<file path="src/rtl/mem_arb_pkg.sv">
// Shared types and width defaults for the two-port memory arbiter.
package mem_arb_pkg;

  localparam int unsigned DEF_AW = 16;
  localparam int unsigned DEF_DW = 16;

  // Owner of the RAM cycle currently on mem_addr/mem_din/mem_we
  typedef enum logic [1:0] {
    IDLE = 2'd0,
    ACC0 = 2'd1,
    ACC1 = 2'd2
  } state_t;

  typedef logic port_idx_t;

endpackage

</file>
<file path="src/rtl/mem_arbiter_if.sv">
// Bundle of requester ports and RAM-side signals for mem_arbiter.
// master = requesters plus RAM model, slave = the arbiter.
interface mem_arbiter_if import mem_arb_pkg::*; #(
  parameter int unsigned AW = DEF_AW,
  parameter int unsigned DW = DEF_DW
) ();

  logic          m0_req;
  logic          m1_req;
  logic          m0_we;
  logic          m1_we;
  logic [AW-1:0] m0_addr;
  logic [AW-1:0] m1_addr;
  logic [DW-1:0] m0_wdata;
  logic [DW-1:0] m1_wdata;
  logic          m0_gnt;
  logic          m1_gnt;
  logic          m0_rvalid;
  logic          m1_rvalid;
  logic [DW-1:0] m0_rdata;
  logic [DW-1:0] m1_rdata;
  logic [AW-1:0] mem_addr;
  logic [DW-1:0] mem_din;
  logic          mem_we;
  logic [DW-1:0] mem_dout;

  modport master (
    output m0_req, m1_req, m0_we, m1_we, m0_addr, m1_addr, m0_wdata, m1_wdata,
    output mem_dout,
    input  m0_gnt, m1_gnt, m0_rvalid, m1_rvalid, m0_rdata, m1_rdata,
    input  mem_addr, mem_din, mem_we
  );

  modport slave (
    input  m0_req, m1_req, m0_we, m1_we, m0_addr, m1_addr, m0_wdata, m1_wdata,
    input  mem_dout,
    output m0_gnt, m1_gnt, m0_rvalid, m1_rvalid, m0_rdata, m1_rdata,
    output mem_addr, mem_din, mem_we
  );

endinterface

</file>
<file path="src/rtl/mem_arbiter_arb_pick.sv">
// Two-way grant selector: a lone requester wins outright, contention goes
// to burst_sat ? port 1 : pointer.
module arb_pick import mem_arb_pkg::*; (
  input  logic [1:0] reqs,
  input  port_idx_t  pointer,
  input  logic       burst_sat,
  output logic [1:0] grant
);

  port_idx_t favour;

  always_comb begin
    favour = burst_sat ? 1'b1 : pointer;
    grant  = reqs;
    if (reqs == 2'b11) begin
      grant = favour ? 2'b10 : 2'b01;
    end
  end

endmodule

</file>
<file path="src/rtl/mem_arbiter.sv">
// Two-port single-RAM arbiter with a 2-cycle read-return pipeline.
// Define ARB_ROUND_ROBIN_EN for round-robin contention; default is fixed
// port-0 priority with a MAX_BURST starvation guard for port 1.
module mem_arbiter import mem_arb_pkg::*; #(
  parameter int unsigned AW        = DEF_AW,
  parameter int unsigned DW        = DEF_DW,
  parameter int unsigned MAX_BURST = 4
) (
  input  logic          clk,
  input  logic          reset,
  mem_arbiter_if.slave  bus
);

  logic [1:0]    reqs;
  logic [1:0]    pick;
  logic [1:0]    gnt;
  port_idx_t     pointer;
  logic          burst_sat;
  state_t        state;
  state_t        state_nx;
  logic [AW-1:0] addr_q;
  logic [DW-1:0] din_q;
  logic          we_q;
  logic          rd_cycle;
  logic          rvalid0_q;
  logic          rvalid1_q;
  logic [DW-1:0] rdata0_q;
  logic [DW-1:0] rdata1_q;

  assign reqs = {bus.m1_req, bus.m0_req};

  arb_pick u_pick (
    .reqs      (reqs),
    .pointer   (pointer),
    .burst_sat (burst_sat),
    .grant     (pick)
  );

  // Grants are combinational but forced low while reset is held
  assign gnt        = reset ? 2'b00 : pick;
  assign bus.m0_gnt = gnt[0];
  assign bus.m1_gnt = gnt[1];

`ifdef ARB_ROUND_ROBIN_EN
  // Pointer names the port that did not win the most recent grant
  always_ff @(posedge clk) begin
    if (reset) begin
      pointer <= 1'b0;
    end else if (gnt[0]) begin
      pointer <= 1'b1;
    end else if (gnt[1]) begin
      pointer <= 1'b0;
    end
  end

  assign burst_sat = 1'b0;
`else
  localparam int unsigned CW = (MAX_BURST < 1) ? 1 : $clog2(MAX_BURST + 1);

  logic [CW-1:0] burst_cnt;

  // Consecutive port-0 wins while port 1 is waiting
  always_ff @(posedge clk) begin
    if (reset) begin
      burst_cnt <= '0;
    end else if (!bus.m1_req || gnt[1]) begin
      burst_cnt <= '0;
    end else if (gnt[0] && !burst_sat) begin
      burst_cnt <= CW'(burst_cnt + 1'b1);
    end
  end

  assign burst_sat = (burst_cnt >= CW'(MAX_BURST));
  assign pointer   = 1'b0;
`endif

  always_ff @(posedge clk) begin
    if (reset) begin
      state <= IDLE;
    end else begin
      state <= state_nx;
    end
  end

  always_comb begin
    state_nx = IDLE;
    if (gnt[0]) begin
      state_nx = ACC0;
    end else if (gnt[1]) begin
      state_nx = ACC1;
    end
  end

  // RAM request register: winner's transfer appears the cycle after handshake
  always_ff @(posedge clk) begin
    if (reset) begin
      addr_q <= '0;
      din_q  <= '0;
      we_q   <= 1'b0;
    end else begin
      we_q <= (gnt[0] & bus.m0_we) | (gnt[1] & bus.m1_we);
      if (gnt[1]) begin
        addr_q <= bus.m1_addr;
        din_q  <= bus.m1_wdata;
      end else if (gnt[0]) begin
        addr_q <= bus.m0_addr;
        din_q  <= bus.m0_wdata;
      end
    end
  end

  assign bus.mem_addr = addr_q;
  assign bus.mem_din  = din_q;
  assign bus.mem_we   = we_q;

  // A read owned by state this cycle returns mem_dout next cycle
  assign rd_cycle = (state != IDLE) && !we_q;

  always_ff @(posedge clk) begin
    if (reset) begin
      rvalid0_q <= 1'b0;
      rvalid1_q <= 1'b0;
      rdata0_q  <= '0;
      rdata1_q  <= '0;
    end else begin
      rvalid0_q <= rd_cycle && (state == ACC0);
      rvalid1_q <= rd_cycle && (state == ACC1);
      if (rvalid0_q) begin
        rdata0_q <= bus.mem_dout;
      end
      if (rvalid1_q) begin
        rdata1_q <= bus.mem_dout;
      end
    end
  end

  assign bus.m0_rvalid = rvalid0_q;
  assign bus.m1_rvalid = rvalid1_q;
  assign bus.m0_rdata  = rvalid0_q ? bus.mem_dout : rdata0_q;
  assign bus.m1_rdata  = rvalid1_q ? bus.mem_dout : rdata1_q;

endmodule

</file>
<file path="src/flat_wrapper.sv">
// flat-port wrapper written by rule: the top's interface ports become plain ports
module mem_arbiter_flat import mem_arb_pkg::*;
#(
  parameter int unsigned AW        = DEF_AW,
  parameter int unsigned DW        = DEF_DW,
  parameter int unsigned MAX_BURST = 4
)
  (clk, reset, bus_m0_req, bus_m1_req, bus_m0_we, bus_m1_we, bus_m0_addr, bus_m1_addr, bus_m0_wdata, bus_m1_wdata, bus_mem_dout, bus_m0_gnt, bus_m1_gnt, bus_m0_rvalid, bus_m1_rvalid, bus_m0_rdata, bus_m1_rdata, bus_mem_addr, bus_mem_din, bus_mem_we);
  mem_arbiter_if #(.AW(AW), .DW(DW)) bus_i ();
  input  logic clk;
  input  logic reset;
  input wire logic [$bits(bus_i.m0_req)-1:0] bus_m0_req;
  input wire logic [$bits(bus_i.m1_req)-1:0] bus_m1_req;
  input wire logic [$bits(bus_i.m0_we)-1:0] bus_m0_we;
  input wire logic [$bits(bus_i.m1_we)-1:0] bus_m1_we;
  input wire logic [$bits(bus_i.m0_addr)-1:0] bus_m0_addr;
  input wire logic [$bits(bus_i.m1_addr)-1:0] bus_m1_addr;
  input wire logic [$bits(bus_i.m0_wdata)-1:0] bus_m0_wdata;
  input wire logic [$bits(bus_i.m1_wdata)-1:0] bus_m1_wdata;
  input wire logic [$bits(bus_i.mem_dout)-1:0] bus_mem_dout;
  output wire logic [$bits(bus_i.m0_gnt)-1:0] bus_m0_gnt;
  output wire logic [$bits(bus_i.m1_gnt)-1:0] bus_m1_gnt;
  output wire logic [$bits(bus_i.m0_rvalid)-1:0] bus_m0_rvalid;
  output wire logic [$bits(bus_i.m1_rvalid)-1:0] bus_m1_rvalid;
  output wire logic [$bits(bus_i.m0_rdata)-1:0] bus_m0_rdata;
  output wire logic [$bits(bus_i.m1_rdata)-1:0] bus_m1_rdata;
  output wire logic [$bits(bus_i.mem_addr)-1:0] bus_mem_addr;
  output wire logic [$bits(bus_i.mem_din)-1:0] bus_mem_din;
  output wire logic [$bits(bus_i.mem_we)-1:0] bus_mem_we;
  assign bus_i.m0_req = bus_m0_req;
  assign bus_i.m1_req = bus_m1_req;
  assign bus_i.m0_we = bus_m0_we;
  assign bus_i.m1_we = bus_m1_we;
  assign bus_i.m0_addr = bus_m0_addr;
  assign bus_i.m1_addr = bus_m1_addr;
  assign bus_i.m0_wdata = bus_m0_wdata;
  assign bus_i.m1_wdata = bus_m1_wdata;
  assign bus_i.mem_dout = bus_mem_dout;
  assign bus_m0_gnt = bus_i.m0_gnt;
  assign bus_m1_gnt = bus_i.m1_gnt;
  assign bus_m0_rvalid = bus_i.m0_rvalid;
  assign bus_m1_rvalid = bus_i.m1_rvalid;
  assign bus_m0_rdata = bus_i.m0_rdata;
  assign bus_m1_rdata = bus_i.m1_rdata;
  assign bus_mem_addr = bus_i.mem_addr;
  assign bus_mem_din = bus_i.mem_din;
  assign bus_mem_we = bus_i.mem_we;
  mem_arbiter #(.AW(AW), .DW(DW), .MAX_BURST(MAX_BURST)) u_core (.clk(clk), .reset(reset), .bus(bus_i));
endmodule
</file>
<file path="config.mk">
export PLATFORM = sky130hd
export DESIGN_NAME = mem_arbiter_flat
export DESIGN_NICKNAME = d
export VERILOG_FILES = /design/src/rtl/mem_arb_pkg.sv /design/src/rtl/mem_arbiter_if.sv /design/src/rtl/mem_arbiter_arb_pick.sv /design/src/rtl/mem_arbiter.sv /design/src/flat_wrapper.sv
export SDC_FILE = /design/constraint.sdc
export NUM_CORES = 1
export LEC_CHECK = 0
export CORE_MARGIN = 2
export CORE_UTILIZATION = 42
export CTS_BUF_LIST = sky130_fd_sc_hd__clkbuf_8
export DETAILED_ROUTE_END_ITERATION = 10
export PLACE_DENSITY = 0.82
export SLEW_MARGIN = 20
export SYNTH_ARGS = -nofsm -noshare
export SYNTH_HDL_FRONTEND = slang
export SYNTH_HIERARCHICAL = 1
export SYNTH_SLANG_ARGS = --single-unit
export TNS_END_PERCENT = 10
</file>
<file path="constraint.sdc">
create_clock -name clk -period 1.9 [get_ports clk]
set_input_delay 0.38 -clock clk [delete_from_list [all_inputs] [get_ports clk]]
set_output_delay 0.38 -clock clk [all_outputs]
set_load 0.02 [all_outputs]
</file>
* Word level (Yosys, flattened, before mapping)
Cells that the tools add are included.
** Operators by class
- Add/sub/neg operators :: 1
- Magnitude comparators :: 1
- Equal/unequal tests :: 3
- Multiplexer cells :: 12
- Bitwise gates (word level) :: 3
- Reduce and logical (&&, ||, !) cells :: 12
** Operators by type and width (count)
- $mux 16 :: 6
- $mux 2 :: 4
- $eq 2x2->1 const B :: 2
- $logic_and 1x1->1 :: 4
- $reduce_bool 2->1 :: 2
- $reduce_or 2->1 :: 2
- $add 3x1->3 const B :: 1
- $ge 3x3->1 const B :: 1
- $logic_not 1->1 :: 3
- $and 1x1->1 :: 2
- $eq 2x1->1 const B :: 1
- $mux 1 :: 2
- $logic_or 1x1->1 :: 1
- $or 1x1->1 :: 1
** Storage, ports and cells
- Bits in registers :: 72
- Bits of input ports :: 86
- Output and inout port bits :: 69
- Logic and storage cells :: 42

* Depth between registers and ports, before layout
- Depth after elaboration :: 7
- Depth in mapped cells :: 7
- Depth with buffers taken out :: 4

* Modules after synthesis
Netlist, hierarchy kept.
** Modules (own cells, without submodules)
- mem_arbiter :: instances 1, cells each 280, area each 3276.9 um2
- arb_pick :: instances 1, cells each 4, area each 22.5 um2

* Least setup slack after synthesis
No wires, ideal clock.
- Kind :: reg2out
- Start point :: reg u_core.burst_cnt[2]
- End point :: out bus_m1_gnt
- Data arrival time :: 1.219 ns
- Required time :: 1.520 ns
- Path slack :: 0.301 ns
- Cell stages (with the launch flop) :: 6
- Cells stage by stage :: dfxtp_1 clkbuf_1 nor2_1 a21boi_1 buf_4 nor2b_1
** On the way
- Longest elaborated chain between the ends :: 5
** Ends and longest elaborated chain
- start, declared :: RTL line mem_arbiter.sv:60 : logic [CW-1:0] burst_cnt;
- start signal, assigned :: RTL line mem_arbiter.sv:69 : burst_cnt <= CW'(burst_cnt + 1'b1);
- $ge 3x3->1 :: RTL line mem_arbiter.sv:73 : assign burst_sat = (burst_cnt >= CW'(MAX_BURST));
- via u_core.burst_sat :: RTL line mem_arbiter.sv:18 : logic burst_sat;
- $mux 1 :: RTL line mem_arbiter_arb_pick.sv:13 : favour = burst_sat ? 1'b1 : pointer;
- $mux 2 :: RTL line mem_arbiter_arb_pick.sv:16 : grant = favour ? 2'b10 : 2'b01;
- $mux 2 :: RTL line mem_arbiter_arb_pick.sv:15 : if (reqs == 2'b11) begin
- via u_core.pick[1] :: RTL line mem_arbiter.sv:15 : logic [1:0] pick;
- $mux 2 :: RTL line mem_arbiter.sv:40 : assign gnt = reset ? 2'b00 : pick;
- end, declared :: RTL line flat_wrapper.sv:22 : output wire logic [$bits(bus_i.m1_gnt)-1:0] bus_m1_gnt;
The timed path passes the listed nets, and every way through them passes these cells.

* Final worst setup path
- Start point :: reg u_core.rvalid1_q, in the netlist u_core/bus.m1_rvalid
- End point :: out bus_m1_rdata[4]
** On the way
- Longest elaborated chain between the ends :: 1
** Ends and longest elaborated chain
- start, declared :: RTL line mem_arbiter.sv:26 : logic rvalid1_q;
- start signal, assigned :: RTL line mem_arbiter.sv:127 : rvalid1_q <= rd_cycle && (state == ACC1);
- $mux 16 :: RTL line mem_arbiter.sv:140 : assign bus.m1_rdata = rvalid1_q ? bus.mem_dout : rdata1_q;
- end, declared :: RTL line flat_wrapper.sv:26 : output wire logic [$bits(bus_i.m1_rdata)-1:0] bus_m1_rdata;
Every way passes these cells.

==> results.txt <==
In this run the most critical hold path is launched from u_core/state[1]. The count of input and output buffers is 154. The number of pins with negative max-slew slack in the final report came out at 0. The wire-length estimate of the detail-placed layout is 5837 um. TritonCTS built the clock tree.

The core region is 7687 um2. Counting the fill cells in the layout gives 640. The required time of the critical path came out at 1.52 ns.

The share of the synthesized area in the top cell type came out at 43.69%. The maximum fanout encountered on the critical timing path came out at 8. The cell depth of the worst min-delay path came out at 1. The number of nets with antenna violations after detailed routing came out at 0. In this run the count of I/O pins placed on the die edge is 155. For this run, the leading register cell type out of synthesis is sky130_fd_sc_hd__dfxtp_1. The achievable clock frequency came out at 531.2 MHz. The mean number of vias per cell came out at between 4 and 5.

The largest voltage drop on the vdd net is between 400 and 500 uV. The run finished with clean final reports. The tree is rooted in a sky130_fd_sc_hd__clkbuf_8. The antenna cell count is 0. The total detailed-routing wirelength is around 8300 um. The number of cells on the worst reg-to-reg path is 5. In this run the register-to-register setup slack is about 0.20 ns. The synthesized area per cell came out at around 12 um2. The detailed-route DRC error count is 0. After routing the design area is 5075 um2. The area of the mapped netlist came out at 3299 um2. Subtracting the final worst setup slack from the clock period gives 1.882 ns. The tool flagged a number of max-cap violations equal to 0. The number of levels the H-tree was split into came out at 3. Setup repair after global routing could not meet its margin everywhere. The share of synthesized cell area in full adder, half adder and majority cells came out at 0.7584%. The largest total area in the synthesized netlist belongs to sky130_fd_sc_hd__dfxtp_1. The kind of cell adding the most delay to the critical path is buffers and inverters. The critical path endpoint category is an output port.

The number of enable-type register cells in the synthesized netlist is 0. Summing the areas of all compound-gate instances in the mapped netlist gives 10.05% of the synthesized area. The multiplexer area fraction after synthesis came out at 23.59%. The number of clock buffers added by TritonCTS is 9.

The cell with the biggest individual delay on the critical path is sky130_fd_sc_hd__dfxtp_4. After floorplanning, the core was divided into 32 placement rows. Ranked by instance count, the synthesized netlist is headed by sky130_fd_sc_hd__dfxtp_1 (72), sky130_fd_sc_hd__nor2b_1 (67), sky130_fd_sc_hd__mux2i_1 (32). Cells fill 66.02% of the core in the end. The stage delay of the slowest cell on the critical path is 0.37 ns. The detailed-router iteration count before antenna repair is 4. In the final routed layout, each cell accounts on average for 15.29 um. The latest clock arrival within the worst-skew pair is 0.34 ns.

The largest net degree at the start of global routing came out at 42. The longest clock path from root to sink contains 2 buffers. The data arrival time of the critical path is 1.50 ns. The starting DRC count in detailed routing came out at a little over 60. The worst hold path belongs to the class register to register.

In this run, synthesis produced a sequential element count of 72. The worst setup path is launched from a register. The number of different library cells in the post-synthesis netlist came out at 28. Across the routed clock network, the largest skew measured is 0.007288 ns. Of the synthesized area, sequential elements account for 43.69%. By area the synthesized netlist is led by sky130_fd_sc_hd__dfxtp_1 (44%), sky130_fd_sc_hd__nor2b_1 (13%), sky130_fd_sc_hd__mux2i_1 (9.7%).

The via count of the first global-routing pass is 2,722. The fraction of final layout cells with drive strength greater than 1 came out at a little under a quarter. Global routing consumed, over all layers together, 19.26% of the routing resources. The first global-routing pass estimated 12,990 um of wire.

In this run the critical register-to-register path is captured at u_core/burst_cnt[1]. The initial utilization of the core area, before any placement, comes to 42.92%. After Yosys synthesis, and, or, nand and nor cells account for 15.62% of the synthesized area. Summed over all cells, the static leakage comes to ~2 nW. The initial antenna violation count is 0. The number of synthesis warnings came out at 6. The y dimension of the die is 92.63 um. The count of buffering cells on the critical path with inverters included came out at 2. The final net count came out at 526. By area, the combinational part of the netlist is dominated by multiplexers. By instance count, the leading cell after synthesis is sky130_fd_sc_hd__dfxtp_1. The power per unit of standard cell area came out at around 740 nW/um2. The die outline area came out at 8580 um2.

The xor and xnor fraction of the mapped netlist area is 0%. The die outline width is slightly above 90 um. The congestion estimate from routability-driven global placement came to approximately 0.74. The startpoint identified for the worst register-to-register timing path is u_core/burst_cnt[2]. Once placement finished, the instance area stood at approximately 4900 um2. The number of cells produced by synthesis is 284. For hold timing, the worst endpoint is u_core/bus.m0_rvalid. The number of vias in the routed layout came out at around 2.7k.

The share of flip-flops with an asynchronous set or reset came out at 0%. The final worst-path cycle share came out at 99.08%. From synthesis to final layout, the design area changed by 53.81%.

The number of failing setup endpoints in the final timing report came out at 0. The signal on the critical path passes through bufbuf_16, mux2_2, buf_4. The hold violation count in the final report came to 0. Clock-pin slew was measured on the worst setup and hold paths at ~0.07 ns. The total congestion overflow after global routing is 0. The worst setup path is of the register to output port kind. The TritonCTS sink count came out at just over 70. The count of buffers added by post-CTS timing repair for setup came out at 0.
worst max path at each step:
| stage | start | end | cells after the start |
|---|---|---|---|
| floorplan | u_core/burst_cnt[2] | bus_m1_gnt | 5 |
| global placement | bus_m1_req | u_core/burst_cnt[1] | 6 |
| detailed placement | bus_m1_req | u_core/burst_cnt[1] | 6 |
| CTS | bus_m1_req | bus_m1_gnt | 4 |
| global route | u_core/bus.m1_rvalid | bus_m1_rdata[4] | 3 |
| finish | u_core/bus.m1_rvalid | bus_m1_rdata[4] | 3 |
registers in the layout (all words and copies together), names as in the netlist:
register,flops
u_core/bus.mem_we,1
u_core/bus.m0_rvalid,1
u_core/rdata0_q,16
u_core/state,2
u_core/rdata1_q,16
u_core/bus.mem_addr,16
u_core/bus.m1_rvalid,1
u_core/bus.mem_din,16
u_core/burst_cnt,3
final cells by class:
class                      count  area, um2  share of cell area (%)
clock buffer                   9      123.9                   2.441
clock inverter                 7      96.34                   1.898
inverter                       5      18.77                  0.3698
multi-input combinational    184       1663                   32.77
sequential                    72       1446                   28.50
tap                          102      127.6                   2.515
timing repair buffer         166       1599                   31.51
logic make-up (layout without fill, tap and decap cells):
| group | Yosys count | count (layout) |
|---|---|---|
| and+or+nand+nor | 78 | 78 |
| buffers and inverters | 29 | 187 |
| DFF | 72 | 72 |
| adders and majority gates | 2 | 2 |
| muxes | 66 | 66 |
| other | 1 | 2 |
| AOI/OAI and AO/OA | 36 | 36 |
power breakdown:
| group | switching [mW] | internal (mW) |
|---|---|---|
| Clock | 0.590 | 0.741 |
| Sequential | 0.0389 | 1.59 |
| Combinational | 0.346 | 0.444 |
| Total | 0.975 | 2.77 |
cells in the final DEF, fill, tap and decap left out, types with 2 or more instances in the layout:
cell type,count
sky130_fd_sc_hd__clkbuf_2,7
sky130_fd_sc_hd__and4bb_2,2
sky130_fd_sc_hd__ha_1,2
sky130_fd_sc_hd__a211oi_2,11
sky130_fd_sc_hd__mux2_2,14
sky130_fd_sc_hd__inv_1,5
sky130_fd_sc_hd__clkinv_2,2
sky130_fd_sc_hd__buf_2,13
sky130_fd_sc_hd__dfxtp_1,70
sky130_fd_sc_hd__buf_12,3
sky130_fd_sc_hd__a211oi_1,21
sky130_fd_sc_hd__clkinv_4,3
sky130_fd_sc_hd__clkbuf_8,9
sky130_fd_sc_hd__mux2i_1,32
sky130_fd_sc_hd__nor4b_1,3
sky130_fd_sc_hd__mux2_4,20
sky130_fd_sc_hd__bufinv_16,2
sky130_fd_sc_hd__clkdlybuf4s15_1,12
sky130_fd_sc_hd__nor2b_1,67
sky130_fd_sc_hd__buf_4,9
sky130_fd_sc_hd__clkdlybuf4s50_1,117
sky130_fd_sc_hd__conb_1,2
per-stage QoR:
step | TNS, ns | instances | power [mW] | worst slack [ns] | hold WS (ns)
5_1_grt | -0.03160 | 545 | 3.916 | -0.02918 | 0.4302
3_5_place_dp | -11.69 | 528 | 2.467 | -0.5090 | 0.4102
4_1_cts | -0.04613 | 545 | 3.788 | -0.04613 | 0.4073
3_3_place_gp | -9.799 | 528 | 2.451 | -0.4395 | 0.3965
6_report | 0 | 545 | 3.747 | 0.01752 | 0.4007
2_1_floorplan | 0 | 285 | 2.063 | 0.3005 | 0.3925
layer usage:
| metal | wire (um) | vias to the layer above | track usage, % | share of wire (%) |
|---|---|---|---|---|
| li1 | - | 1292 | - | - |
| met1 | 3459 | 1255 | 22.08 | 42 |
| met2 | 4216 | 96 | 34.85 | 51 |
| met3 | 544 | 10 | 4.557 | 6.5 |
| met4 | 112 | 0 | 6.863 | 1.3 |
| met5 | 0 | - | 0 | 0 |
what timing repair did:
item	CTS	global route
hold buffers	0	0
gates resized for setup	91	23
gates cloned	1	0
setup endpoints to repair	38	24
Power figures use the tool's default switching activity.
